File: config.mk
export PLATFORM = sky130hd
export DESIGN_NAME = demux_writeback_flat
export DESIGN_NICKNAME = d
export VERILOG_FILES = /design/src/rtl/demux_writeback_if.sv /design/src/rtl/demux_writeback.sv /design/src/flat_wrapper.sv
export SDC_FILE = /design/constraint.sdc
export NUM_CORES = 1
export LEC_CHECK = 0
export ABC_AREA = 1
export BUFFER_PORTS_ARGS = -buffer_cell sky130_fd_sc_hd__buf_2
export CAP_MARGIN = 20
export CORE_AREA = 2 2 92 94
export CTS_CLUSTER_SIZE = 24
export DETAILED_ROUTE_END_ITERATION = 10
export DIE_AREA = 0 0 94 96
export GPL_TIMING_DRIVEN = 0
export HOLD_SLACK_MARGIN = 0.06
export PLACE_DENSITY = 0.77
export SLEW_MARGIN = 20
export SYNTH_ARGS = -nofsm -noshare
export SYNTH_HDL_FRONTEND = slang
export SYNTH_SLANG_ARGS = --single-unit
File: constraint.sdc
create_clock -name clk -period 2.6 [get_ports clk]
set_clock_uncertainty 0.1 [all_clocks]
set_input_delay 0.26 -clock clk [delete_from_list [all_inputs] [get_ports clk]]
set_output_delay 0.26 -clock clk [all_outputs]
set_load 0.03 [all_outputs]
File: src/rtl/demux_writeback_if.sv
// rtl/demux_writeback_if.sv - result-word handshake bundle for demux_writeback
interface demux_writeback_if #(
  parameter int WIDTH = 16
);
  logic [WIDTH-1:0] in_data;
  logic [1:0]       D;
  logic             in_valid;
  logic             in_ready;

  modport master (
    output in_data,
    output D,
    output in_valid,
    input  in_ready
  );

  modport slave (
    input  in_data,
    input  D,
    input  in_valid,
    output in_ready
  );
endinterface

File: src/rtl/demux_writeback.sv
// rtl/demux_writeback.sv - 2-entry buffered demux of result words into four destination registers
module demux_writeback #(
  parameter int WIDTH = 16
) (
  input  logic                clk,
  input  logic                rst_n,
  demux_writeback_if.slave    bus,
  input  logic                hold,
  input  logic                clear_flags,
  output logic [WIDTH-1:0]    out1,
  output logic [WIDTH-1:0]    out2,
  output logic [WIDTH-1:0]    out3,
  output logic [WIDTH-1:0]    out4,
  output logic [3:0]          wr_flag,
  output logic                all_written,
  output logic                done,
  output logic                ovw
);

  logic [WIDTH-1:0] fifo_data [2];
  logic [1:0]       fifo_d    [2];
  logic             rd_ptr;
  logic             wr_ptr;
  logic [1:0]       count;

  logic             accept;
  logic             commit;
  logic [WIDTH-1:0] head_data;
  logic [1:0]       head_d;
  logic [3:0]       flag_next;
  logic             ovw_next;

  // Ready depends only on occupancy, so a same-edge commit never frees a slot early.
  assign bus.in_ready = (count != 2'd2);
  assign accept       = bus.in_valid & bus.in_ready;
  assign commit       = (count != 2'd0) & ~hold;
  assign head_data    = fifo_data[rd_ptr];
  assign head_d       = fifo_d[rd_ptr];
  assign all_written  = &wr_flag;

  // Clear is applied before the commit, so a same-edge commit keeps its flag and never flags ovw.
  always_comb begin
    flag_next = clear_flags ? 4'b0000 : wr_flag;
    ovw_next  = clear_flags ? 1'b0 : ovw;
    if (commit) begin
      if (flag_next[head_d]) begin
        ovw_next = 1'b1;
      end
      flag_next[head_d] = 1'b1;
    end
  end

  always_ff @(posedge clk) begin
    if (accept) begin
      fifo_data[wr_ptr] <= bus.in_data;
      fifo_d[wr_ptr]    <= bus.D;
    end
  end

  always_ff @(posedge clk) begin
    if (!rst_n) begin
      rd_ptr  <= 1'b0;
      wr_ptr  <= 1'b0;
      count   <= 2'd0;
      out1    <= '0;
      out2    <= '0;
      out3    <= '0;
      out4    <= '0;
      wr_flag <= 4'b0000;
      ovw     <= 1'b0;
      done    <= 1'b0;
    end else begin
      if (accept) begin
        wr_ptr <= ~wr_ptr;
      end
      if (commit) begin
        rd_ptr <= ~rd_ptr;
        case (head_d)
          2'd0:    out1 <= head_data;
          2'd1:    out2 <= head_data;
          2'd2:    out3 <= head_data;
          default: out4 <= head_data;
        endcase
      end
      case ({accept, commit})
        2'b10:   count <= count + 2'd1;
        2'b01:   count <= count - 2'd1;
        default: count <= count;
      endcase
      wr_flag <= flag_next;
      ovw     <= ovw_next;
      done    <= (&flag_next) & ~(&wr_flag);
    end
  end

endmodule
File: src/flat_wrapper.sv
// flat-port wrapper written by rule: the top's interface ports become plain ports
module demux_writeback_flat 
#(
  parameter int WIDTH = 16
)
  (clk, rst_n, hold, clear_flags, out1, out2, out3, out4, wr_flag, all_written, done, ovw, bus_in_data, bus_D, bus_in_valid, bus_in_ready);
  demux_writeback_if #(.WIDTH(WIDTH)) bus_i ();
  input  logic clk;
  input  logic rst_n;
  input  logic hold;
  input  logic clear_flags;
  output logic [WIDTH-1:0] out1;
  output logic [WIDTH-1:0] out2;
  output logic [WIDTH-1:0] out3;
  output logic [WIDTH-1:0] out4;
  output logic [3:0] wr_flag;
  output logic all_written;
  output logic done;
  output logic ovw;
  input wire logic [$bits(bus_i.in_data)-1:0] bus_in_data;
  input wire logic [$bits(bus_i.D)-1:0] bus_D;
  input wire logic [$bits(bus_i.in_valid)-1:0] bus_in_valid;
  output wire logic [$bits(bus_i.in_ready)-1:0] bus_in_ready;
  assign bus_i.in_data = bus_in_data;
  assign bus_i.D = bus_D;
  assign bus_i.in_valid = bus_in_valid;
  assign bus_in_ready = bus_i.in_ready;
  demux_writeback #(.WIDTH(WIDTH)) u_core (.clk(clk), .rst_n(rst_n), .bus(bus_i), .hold(hold), .clear_flags(clear_flags), .out1(out1), .out2(out2), .out3(out3), .out4(out4), .wr_flag(wr_flag), .all_written(all_written), .done(done), .ovw(ovw));
endmodule
==> summary.md <==
| Metric | Value |
|---|---|
| CTS Buffer Depth | `2` |
| Initial core utilization | `about half` |
| First-pass GRT wire length | `about 15000 um` |
| CTS tree | `done` |
| Post-detailed-routing wire length | `around 9500 um` |
| Sequential power share | `about half` |
| Routed wire per std cell | `14.1 um` |
| Post-route ant nets | `0` |
| Worst Path Class, Setup | `reg -> reg` |
| Total setup buffers inserted after CTS | `0` |
| Synthesized instance count | `~440` |
| Crit path DAT | `2050 ps` |
| Clk pwr share | `24.2%` |
| Final Max Tran Viols | `0` |
| Post-Syn Nets | `459` |
| IO Pins | `95` |
| Hold Slack | `around 100 ps` |
| Initial DRC count | `between 100 and 150` |
| Distinct cell type count after synthesis | `21` |
| Syn Area/Cell | `~9.6 um^2` |
| Largest net degree at the start of global routing | `20` |
| Clk Latency, worst-skew pair | `roughly 370 ps` |
| Area delta synth->final | `24.5%` |
| Crit Reg-Reg Endpoint | `u_core.count[1]` |
| Worst Tran Pin Value | `about 480 ps` |
| P_leak | `~2.2 nW` |
| Max-cap violations | `0` |
| Port Buf Inserts | `94` |
| Max_slew headroom | `between 60% and 70%` |
| Net Switching | `1.47 mW` |
| Post-DR vias/cell | `4.93` |
| Final setup fails | `0` |
| Switching share of power | `around a third` |
| Seq cells post-synth | `around 110` |
| Worst hold start | `bus_in_valid` |
| Critical path startpoint category | `register` |
| DRC viols | `0` |
| Grt total ovfl | `0` |
| Die Ht | `96 um` |
| Total number of yosys warnings | `0` |
| Comb pwr share | `about a quarter` |
| Final min period | `between 1500 and 2000 ps` |
| Fill count | `roughly 670` |
| Count of nets after finishing | `584` |
| Detailed Routing Iterations Pass 1 | `4` |
| Die outline width | `roughly 94 um` |
| Crit path to | `u_core.count[1]` |
| CTS buffer count | `9` |
| # rows | `33` |
| Commonest non-fill, non-tap cells in the layout | `buf_2, a21oi_1, dfxtp_1` |
| Seq/Total Area, Yosys | `between 60% and 70%` |
| Register-to-register setup slack | `710 ps` |
| Critical-path cell list | `inv_2 -> a21oi_4 -> ha_1 -> a21oi_1 -> o21ai_0 -> o21ai_0 -> a21oi_1` |
| CP startpoint | `u_core.count[0]` |
| Worst r2r path cells | `7` |
| CTS clk-pin slew, worst paths | `~100 ps` |
| Clock Sinks | `111` |
| Commonest non-fill, non-tap cell in the layout | `buf_2` |
| Hold Crit Class | `in -> reg` |
| H-tree depth | `3` |
| CP endpoint kind | `register` |
| Cell Int Power | `approximately 2.7 mW` |
| Detail Placement HPWL | `approximately 7200 um` |
| Gr usage total | `a little over a fifth` |
| Routability Congestion | `roughly 0.84` |
| Diodes inserted | `0` |
| Crit Reg-Reg Startpoint | `u_core.count[0]` |
| RSZ-0062 raised after global routing | `false` |
| Post-Route Setup TNS | `0 ps` |
| Period Utilization, post-route | `72.8%` |
| Max Fanout on Critical Path | `9` |
| Cell Pwr Density | `814 nW/um^2` |
| Vias post-DR | `approximately 3300` |
| Worst-path cell with the longest stage delay | `dfxtp_1` |
| VDD IR-drop max | `0.000290 V` |
| Mapped Area | `~4200 um^2` |
| Clk root buf | `clkbuf_8` |
| Core Box Area | `slightly above 8000 um^2` |
| Final hold violations | `0` |
| Die area | `9020 um^2` |
| Initial antenna violation count | `0` |
| Fraction of layout cells with a size suffix above 1 | `about a quarter` |
| Outcome | `finished clean` |
| Vias in the first global route | `between 3000 and 4000` |
| Critical Path Max Stage Delay | `between 300 and 400 ps` |
| Critical Path RT | `2760 ps` |
| Peak Freq | `~530 MHz` |
power groups by stage:
stage,Combinational (mW),Sequential [mW],Clock [mW]
floorplan,0.509,2.36,0
global placement,1.02,2.13,0
detailed placement,1.08,2.13,0
CTS,1.10,2.10,1.04
global route,1.19,2.11,1.11
finish,1.10,2.10,1.02
per-layer routing:
| metal | GRT usage, % | routed length, um |
|---|---|---|
| met1 | 26.6 | 4040 |
| met2 | 37.2 | 4790 |
| met3 | 3.13 | 429 |
| met4 | 9.06 | 214 |
| met5 | 0 | 0 |
worst min path at each step:
stage,endpoint,cells after the start
after floorplan,u_core.fifo_d[0][0],0
final,u_core.wr_ptr,3
after global placement,u_core.out1[4],2
after global routing,u_core.wr_ptr,3
after CTS,u_core.wr_ptr,3
after detailed placement,u_core.out1[10],2
cells in the mapped netlist:
master | instances | area, um^2
nand3_1 | 4 | 20.0
a21oi_4 | 1 | 16.3
inv_4 | 1 | 6.26
buf_4 | 2 | 15.0
inv_1 | 68 | 255
buf_2 | 2 | 10.0
edfxtp_1 | 36 | 1080
o21ai_1 | 25 | 125
a21oi_2 | 1 | 8.76
inv_2 | 3 | 11.3
nor2_1 | 4 | 15.0
nand3_4 | 4 | 70.1
nand2_2 | 4 | 25.0
dfxtp_1 | 75 | 1500
buf_6 | 9 | 101
clkbuf_1 | 9 | 33.8
a21oi_1 | 75 | 375
nor3_1 | 1 | 5.00
ha_1 | 1 | 12.5
nand2_1 | 67 | 251
o21ai_0 | 43 | 215
cell families after synthesis:
group           share of synthesized area (%)
flops                                    62.2
buf+inv                                  10.4
fa+ha+maj                               0.301
simple gates                             9.30
compound gates                           17.8
critical path, delay by kind of cell, from the launching register on:
kind,cells,cell delay (ps)
fa+ha+maj,1,350
flops,1,380
buf+inv,1,80
compound gates,5,870
metrics by stage:
| step | cell area, um^2 | total power [mW] | worst slack [ps] | cells | util (%) |
|---|---|---|---|---|---|
| 2_1_floorplan | 4160 | 2.87 | 482 | 435 | - |
| 3_3_place_gp | 4760 | 3.15 | 302 | 634 | 59.1 |
| 3_5_place_dp | 4790 | 3.21 | 738 | 636 | 59.5 |
| 4_1_cts | 5170 | 4.23 | 732 | 670 | 64.2 |
| 5_1_grt | 5170 | 4.42 | 627 | 670 | 64.2 |
| 6_report | 5170 | 4.21 | 708 | 670 | 64.2 |
registers in the layout, indices dropped and copies added (netlist names), named ones only:
| signal | flops |
|---|---|
| u_core.fifo_data | 32 |
| u_core.rd_ptr | 1 |
| u_core.fifo_d | 4 |
| u_core.wr_flag | 4 |
| u_core.out4 | 16 |
| u_core.out1 | 16 |
| u_core.done | 1 |
| u_core.ovw | 1 |
| u_core.count | 2 |
| u_core.out3 | 16 |
| u_core.wr_ptr | 1 |
| u_core.out2 | 16 |
timing repair:
action / 4_1_cts / 5_1_grt
hold buffers: 18 / 0
hold endpoints to repair: 36 / 0
gates resized for setup: 0 / 0
cell type report:
cell class	instances	area [um^2]	share of cell area, %
Buffer	22	160	3.10
Clock buffer	10	149	2.88
Clock inverter	6	50.0	0.968
Inverter	72	273	5.27
Multi-Input combinational cell	230	1140	22.1
Sequential cell	111	2580	49.9
Tap cell	105	131	2.54
Timing Repair Buffer	114	681	13.2
Note: power is estimated with default switching activity, not from simulation.
